[src/rtl/shift_pkg.sv]
// Shared definitions for the iterative shift unit: operation codes and FSM
// state encoding. Imported by iter_shifter and shift_step.
package shift_pkg;

    localparam logic [1:0] OP_SLL = 2'b00;
    localparam logic [1:0] OP_SRL = 2'b01;
    localparam logic [1:0] OP_SRA = 2'b10;
    localparam logic [1:0] OP_LD  = 2'b11;

    typedef enum logic [1:0] {
        ST_IDLE  = 2'd0,
        ST_SHIFT = 2'd1,
        ST_DONE  = 2'd2
    } state_t;

endpackage

[src/rtl/shift_step.sv]
// shift_step: combinational next-value shifter for iter_shifter.
// Build option: SHIFT4_EN adds the 4-position path (selected by i_step4).
// Ports:
//   i_q     current result word
//   i_op    operation (SLL/SRL/SRA; LD passes i_q through)
//   i_step4 select the 4-position path (ignored without SHIFT4_EN)
//   o_q     shifted word
module shift_step
    import shift_pkg::*;
#(
    parameter int SIZE = 32
) (
    input  logic [SIZE-1:0] i_q,
    input  logic [1:0]      i_op,
    input  logic            i_step4,
    output logic [SIZE-1:0] o_q
);

    logic [SIZE-1:0] w_step1;

    always_comb begin
        w_step1 = i_q;
        case (i_op)
            OP_SLL:  w_step1 = i_q << 1;
            OP_SRL:  w_step1 = i_q >> 1;
            OP_SRA:  w_step1 = $unsigned($signed(i_q) >>> 1);
            default: w_step1 = i_q;
        endcase
    end

`ifdef SHIFT4_EN
    logic [SIZE-1:0] w_step4;

    always_comb begin
        w_step4 = i_q;
        case (i_op)
            OP_SLL:  w_step4 = i_q << 4;
            OP_SRL:  w_step4 = i_q >> 4;
            OP_SRA:  w_step4 = $unsigned($signed(i_q) >>> 4);
            default: w_step4 = i_q;
        endcase
    end

    assign o_q = i_step4 ? w_step4 : w_step1;
`else
    // Select input kept on the port so the interface is build-independent.
    logic w_unused_step4;
    assign w_unused_step4 = i_step4;
    assign o_q = w_step1;
`endif

endmodule

[src/rtl/iter_shifter.sv]
// iter_shifter: iterative SLL/SRL/SRA unit, one position per clock
// (four per clock while count>=4 when built with SHIFT4_EN), with a
// start/busy/done handshake.
// Ports:
//   clk, reset  rising-edge clock, synchronous active-high reset
//   start       request, sampled only when not busy
//   op          00 SLL, 01 SRL, 10 SRA, 11 LD (load dt unchanged)
//   dt, amt     operand and shift amount, sampled with an accepted start
//   Q           result register
//   busy        high while shifting
//   done        one-cycle pulse, Q holds the final result
module iter_shifter
    import shift_pkg::*;
#(
    parameter int SIZE  = 32,
    parameter int AMT_W = $clog2(SIZE)
) (
    input  logic             clk,
    input  logic             reset,
    input  logic             start,
    input  logic [1:0]       op,
    input  logic [SIZE-1:0]  dt,
    input  logic [AMT_W-1:0] amt,
    output logic [SIZE-1:0]  Q,
    output logic             busy,
    output logic             done
);

    state_t           r_state, w_state_nxt;
    logic [SIZE-1:0]  r_q, w_q_nxt, w_shifted;
    logic [AMT_W-1:0] r_cnt, w_cnt_nxt, w_cnt_dec;
    logic [1:0]       r_op, w_op_nxt;
    logic             w_step4;

`ifdef SHIFT4_EN
    // Widen before comparing so narrow counters cannot wrap the constant.
    assign w_step4   = (32'(r_cnt) >= 32'd4);
    assign w_cnt_dec = w_step4 ? (r_cnt - AMT_W'(4)) : (r_cnt - AMT_W'(1));
`else
    assign w_step4   = 1'b0;
    assign w_cnt_dec = r_cnt - AMT_W'(1);
`endif

    shift_step #(.SIZE(SIZE)) u_step (
        .i_q    (r_q),
        .i_op   (r_op),
        .i_step4(w_step4),
        .o_q    (w_shifted)
    );

    always_ff @(posedge clk) begin
        if (reset) begin
            r_state <= ST_IDLE;
            r_q     <= '0;
            r_cnt   <= '0;
            r_op    <= OP_SLL;
        end else begin
            r_state <= w_state_nxt;
            r_q     <= w_q_nxt;
            r_cnt   <= w_cnt_nxt;
            r_op    <= w_op_nxt;
        end
    end

    always_comb begin
        w_state_nxt = r_state;
        w_q_nxt     = r_q;
        w_cnt_nxt   = r_cnt;
        w_op_nxt    = r_op;
        case (r_state)
            ST_SHIFT: begin
                w_q_nxt   = w_shifted;
                w_cnt_nxt = w_cnt_dec;
                if (w_cnt_dec == '0)
                    w_state_nxt = ST_DONE;
            end
            // IDLE, DONE (and the unused encoding) accept a new request;
            // taking start in DONE gives back-to-back operation.
            default: begin
                if (start) begin
                    w_q_nxt     = dt;
                    w_cnt_nxt   = amt;
                    w_op_nxt    = op;
                    w_state_nxt = (amt == '0 || op == OP_LD) ? ST_DONE : ST_SHIFT;
                end else begin
                    w_state_nxt = ST_IDLE;
                end
            end
        endcase
    end

    assign Q    = r_q;
    assign busy = (r_state == ST_SHIFT);
    assign done = (r_state == ST_DONE);

endmodule

[config.mk]
export PLATFORM = sky130hd
export DESIGN_NAME = iter_shifter
export DESIGN_NICKNAME = d
export VERILOG_FILES = /design/src/rtl/shift_pkg.sv /design/src/rtl/shift_step.sv /design/src/rtl/iter_shifter.sv
export SDC_FILE = /design/constraint.sdc
export NUM_CORES = 1
export LEC_CHECK = 0
export CELL_PAD_IN_SITES_DETAIL_PLACEMENT = 0
export CELL_PAD_IN_SITES_GLOBAL_PLACEMENT = 1
export CORE_MARGIN = 5
export CORE_UTILIZATION = 35
export CTS_BUF_LIST = sky130_fd_sc_hd__clkbuf_8
export CTS_CLUSTER_SIZE = 24
export DETAILED_ROUTE_END_ITERATION = 16
export GPL_TIMING_DRIVEN = 0
export HOLD_SLACK_MARGIN = 0.15
export PLACE_DENSITY_LB_ADDON = 0.1
export SLEW_MARGIN = 0
export SYNTH_ARGS = -nofsm -noshare
export SYNTH_HDL_FRONTEND = slang
export SYNTH_SLANG_ARGS = --single-unit
[constraint.sdc]
create_clock -name clk -period 2.02 [get_ports clk]
set_input_delay 0.202 -clock clk [delete_from_list [all_inputs] [get_ports clk]]
set_output_delay 0.202 -clock clk [all_outputs]
set_load 0.02 [all_outputs]
* Word level (Yosys, flattened, before mapping)
Index checks and enable logic that the tools add are counted.
** Storage, ports and cells
- Register bits :: 41
- Input port bits :: 42
- Output and inout port bits :: 34
- Word-level logic and storage cells :: 33
** Operators by class
- Add/subtract/negate cells :: 1
- Equality and inequality tests :: 9
- Mux-type cells :: 9
- Bitwise logic cells :: 1
- Reductions and logical operators :: 8
** Operators with widths (number)
- $pmux W32 S3 :: 1
- $mux W32 :: 2
- $logic_not A5 Y1 :: 2
- $mux W5 :: 2
- $mux W2 :: 4
- $eq A2 B2 Y1 const B :: 3
- $sub A5 B1 Y5 const B :: 1
- $eq A2 B1 Y1 const B :: 2
- $ne A4 B1 Y1 const B :: 1
- $reduce_and A2 Y1 :: 2
- $ne A3 B1 Y1 const B :: 1
- $reduce_and A3 Y1 :: 1
- $logic_not A2 Y1 :: 1
- $ne A2 B1 Y1 const B :: 1
- $ne A2 B2 Y1 const B :: 1
- $reduce_bool A2 Y1 :: 1
- $logic_or A1 B1 Y1 :: 1
- $not A1 Y1 :: 1

* Depth between registers and ports, before layout
- Depth after elaboration :: 5
- Mapped depth :: 7
- Mapped depth without buffers :: 6

* By module
From an unflattened synthesis, not the netlist that was laid out.
** Unflattened totals
- Cells, all modules :: 314
- Area, all modules :: 2999.1 µm²
** Modules (own cells, without submodules)
- iter_shifter :: times used 1, cells each 208, area each 1915.6 µm², seq. area each 820.8 µm²
- shift_step :: times used 1, cells each 106, area each 1083.5 µm², seq. area each 0.0 µm²

* Worst setup path after synthesis
Ideal clock, no wire load.
- Path type :: register to register
- Start :: register r_op[0]
- End :: register r_q[17], in the netlist Q[17]
- Library setup time :: 0.123 ns
- Arrival time :: 1.555 ns
- Required time :: 1.897 ns
- Path slack :: 0.342 ns
- Stages on the path, launching flop included :: 8
- Period minus slack after synthesis :: 1.678 ns
- Cell sequence :: dfxtp_1 inv_1 ha_1 or3_1 mux2_4 nand2_2 buf_4 o2bb2ai_1
** Between the ends
- Cells in the longest elaborated chain, start to end :: 3
- Elaborated cells between the ends (all ways) :: 7
- Those cells by class :: eq/ne (3); mux (2); reduce/logical (2)
** Ends and longest elaborated chain
- start: declaration :: line iter_shifter.sv:32 : logic [1:0] r_op, w_op_nxt;
- start signal: assignment :: line iter_shifter.sv:61 : r_op <= w_op_nxt;
- $eq A2 B2 Y1 (tied with other cells) :: line shift_step.sv:23 : case (i_op)
- $pmux W32 S3 / $ne A4 B1 Y1 (equally long branches)
- $mux W32 / $reduce_and A2 Y1 (equally long branches)
- end signal: assignment :: line iter_shifter.sv:59 : r_q <= w_q_nxt;
- end: declaration :: line iter_shifter.sv:30 : logic [SIZE-1:0] r_q, w_q_nxt, w_shifted;
Several ways; a longest one is shown, not always the timed one.
A chain may end at the register's enable or synchronous reset.

* Final worst setup path
- Start :: register r_state[1]
- End :: output port busy
** Between the ends
- Cells in the longest elaborated chain, start to end :: 1
** Ends and longest elaborated chain
- start: declaration :: line iter_shifter.sv:29 : state_t r_state, w_state_nxt;
- start signal: assignment :: line iter_shifter.sv:58 : r_state <= w_state_nxt;
- $eq A2 B1 Y1 :: line iter_shifter.sv:93 : assign busy = (r_state == ST_SHIFT);
- end: declaration :: line iter_shifter.sv:25 : output logic busy,
Every way passes these cells.

==> run summary <==
startpoint types: flip-flop
antenna violations before repair: 0
H-tree Lvls: 2
Diodes inserted: 0
ys async rst share: 0%
Distinct cells, synth: 36
Routability Congestion: 0.799
status: finished clean
largest cells by area after synthesis: dfxtp_1 37%, a221oi_1 13%, nor3b_1 10%
synthesized flop and latch total: 41
Clock Latency Late Sink: 0.29 ns
Max Cap Viol: 0
total wire length: 6560 microns
crit path max fanout: 9
Ports: 76
share of layout cells above drive strength 1: 11.4%
CTS buffer count: 5
Residual DRC: 0
Area Overhead vs Synth: 41.9%
skew final: 0.00228 ns
dpl hpwl: 4730 microns
type of the worst setup path: reg -> out
hold_buf cts: 0
Vias/cell: 5.60
cell area after layout: 3170 sq um
RR Startpoint: r_op[0]
relative slew slack: 56.9%
root buffer cell: clkbuf_8
min-delay src: r_op[1]
I/O Buffers: 75
Initial Util: 35.6%
largest net degree at the start of global routing: 12
final hold vios: 0
Power Dens Cells: 731 nW/um^2
Routed Antenna Nets: 0
gr usage total: 16.1%
first-pass GRT wire length: 11000 microns
sequential element share of the synthesized area: 36.8%
LEAKAGE: 1.08 nW
CP required: 1.82 ns
CTS tree: done
Post-synth EDFFs: 0
Final period util: 91.2%
Die Width: 89.9 microns
max frequency: 543 MHz
NumNets Final: 354
vias in the first global route: 2195
FP Rows: 29
RSZ-0062 raised after global routing: no
drt pass-1 iters: 4
core outline area: 6280 sq um
Ys Warns: 0
top post-synthesis cells by count: 41 x dfxtp_1, 32 x a221oi_1, 31 x nor3b_1, 20 x o2bb2ai_1
Cell Area, Synth: 2230 sq um
Max Slew Vio Count: 0
Synth Net Count: 272
Most used DFF post-synth: dfxtp_1
total number of vias: 2151
initial DRC count: 36
worst slew pin tran: 0.647 ns
final global-route overflow total: 0
Synth Instances: 225
clock sink count: 41
Register-to-Register Setup Slack: 0.18 ns
Worst Path Arrival: 1.64 ns
CTS max path bufs: 2
Min-Delay Path Class: reg -> reg
Die Area: 8070 sq um
Min Clock Period, post-route: 1.84 ns
crit path launch: r_state[1]
DIE HEIGHT: 89.9 microns
setup_tns: 0 ns
worst vdd ir: 0.329 mV
per-cell routed wire length: 17.1 microns
most common cell in the netlist: dfxtp_1
CP endpoint kind: output pin
clk slew on worst S/H paths: 0.08 ns
top-area cell type share of the netlist area: 36.8%
final setup vio count: 0
Avg Cell Area, Syn: 9.92 sq um
DP Area: 3080 sq um
top cell type by total area after synthesis: dfxtp_1
final hold slack: 0.483 ns
-- path summary, 6_finish.rpt --
kind	cells past startpoint	end
max	3	busy
min	2	r_op[1]
max reg2reg	7	Q[4]
min reg2reg	2	r_op[1]
-- registers in the layout, summed over array words and instances (netlist names) --
register  flops
r_op          2
r_cnt         5
Q            32
r_state       2
-- final cells by class --
type	instances	area [sq um]
buffer	22	134
timing repair buffer	75	751
multi-input combinational	153	1250
tap	77	96.3
sequential	41	821
clock inverter	1	3.75
fill	630	3110
clock buffer	6	82.6
inverter	9	33.8
-- where the power goes --
| group | switching, mW | total (mW) | internal, mW | leakage [nW] |
|---|---|---|---|---|
| combinational | 0.396 | 0.781 | 0.385 | 0.695 |
| sequential | 0.0923 | 0.989 | 0.897 | 0.338 |
| clock | 0.280 | 0.547 | 0.266 | 0.0485 |
-- critical path, cell delays in order (launching register included) --
cell and delay, ns:
dfxtp_1 0.31, nand2b_1 0.22, inv_2 0.19, clkdlybuf4s50_1 0.63
-- cells by family after synthesis --
group           count (synthesis)  synth area share, %
compound gates                 85                 34.4
simple gates                   61                 17.5
buf+inv                        31                 7.40
fa+ha+maj                       5                 2.80
flops                          41                 36.8
xor+xnor                        1                0.392
mux                             1                0.672
-- what timing repair did --
action,in CTS,in global routing
gates resized for setup,0,4
buffers inserted,0,0
endpoints found under the setup margin,0,20
-- through the flow --
step           worst slack [ns]  power, mW  std cells  util (%)
6_report                  0.178       2.32        384      50.5
3_3_place_gp             0.0855       1.79        377      49.1
4_1_cts                  0.0731       2.34        384      50.4
3_5_place_dp             0.0972       1.79        377      49.1
2_1_floorplan             0.342       1.46        225         -
5_1_grt                  0.0417       2.45        384      50.5
-- cell usage in the layout, fill, tap and decap left out, types with 4 or more instances in the layout --
master           instances
ha_1                     5
clkbuf_1                 8
o21ai_0                  5
nand2_1                  5
o2bb2ai_1               20
buf_2                    6
inv_1                    9
nor3b_1                 31
a221oi_1                32
clkbuf_8                 6
a21oi_1                  4
nor2_1                   9
clkdlybuf4s50_1         75
o2bb2ai_2               10
dfxtp_1                 41
-- layer usage --
metal	share of wire, %	routed length, microns	global-route usage (%)
met5	0	0	0
met4	1.2	76	4.84
met3	5.3	349	4.42
met2	44	2900	25.1
met1	49	3240	21.6
Note: power is estimated with default switching activity, not from simulation.
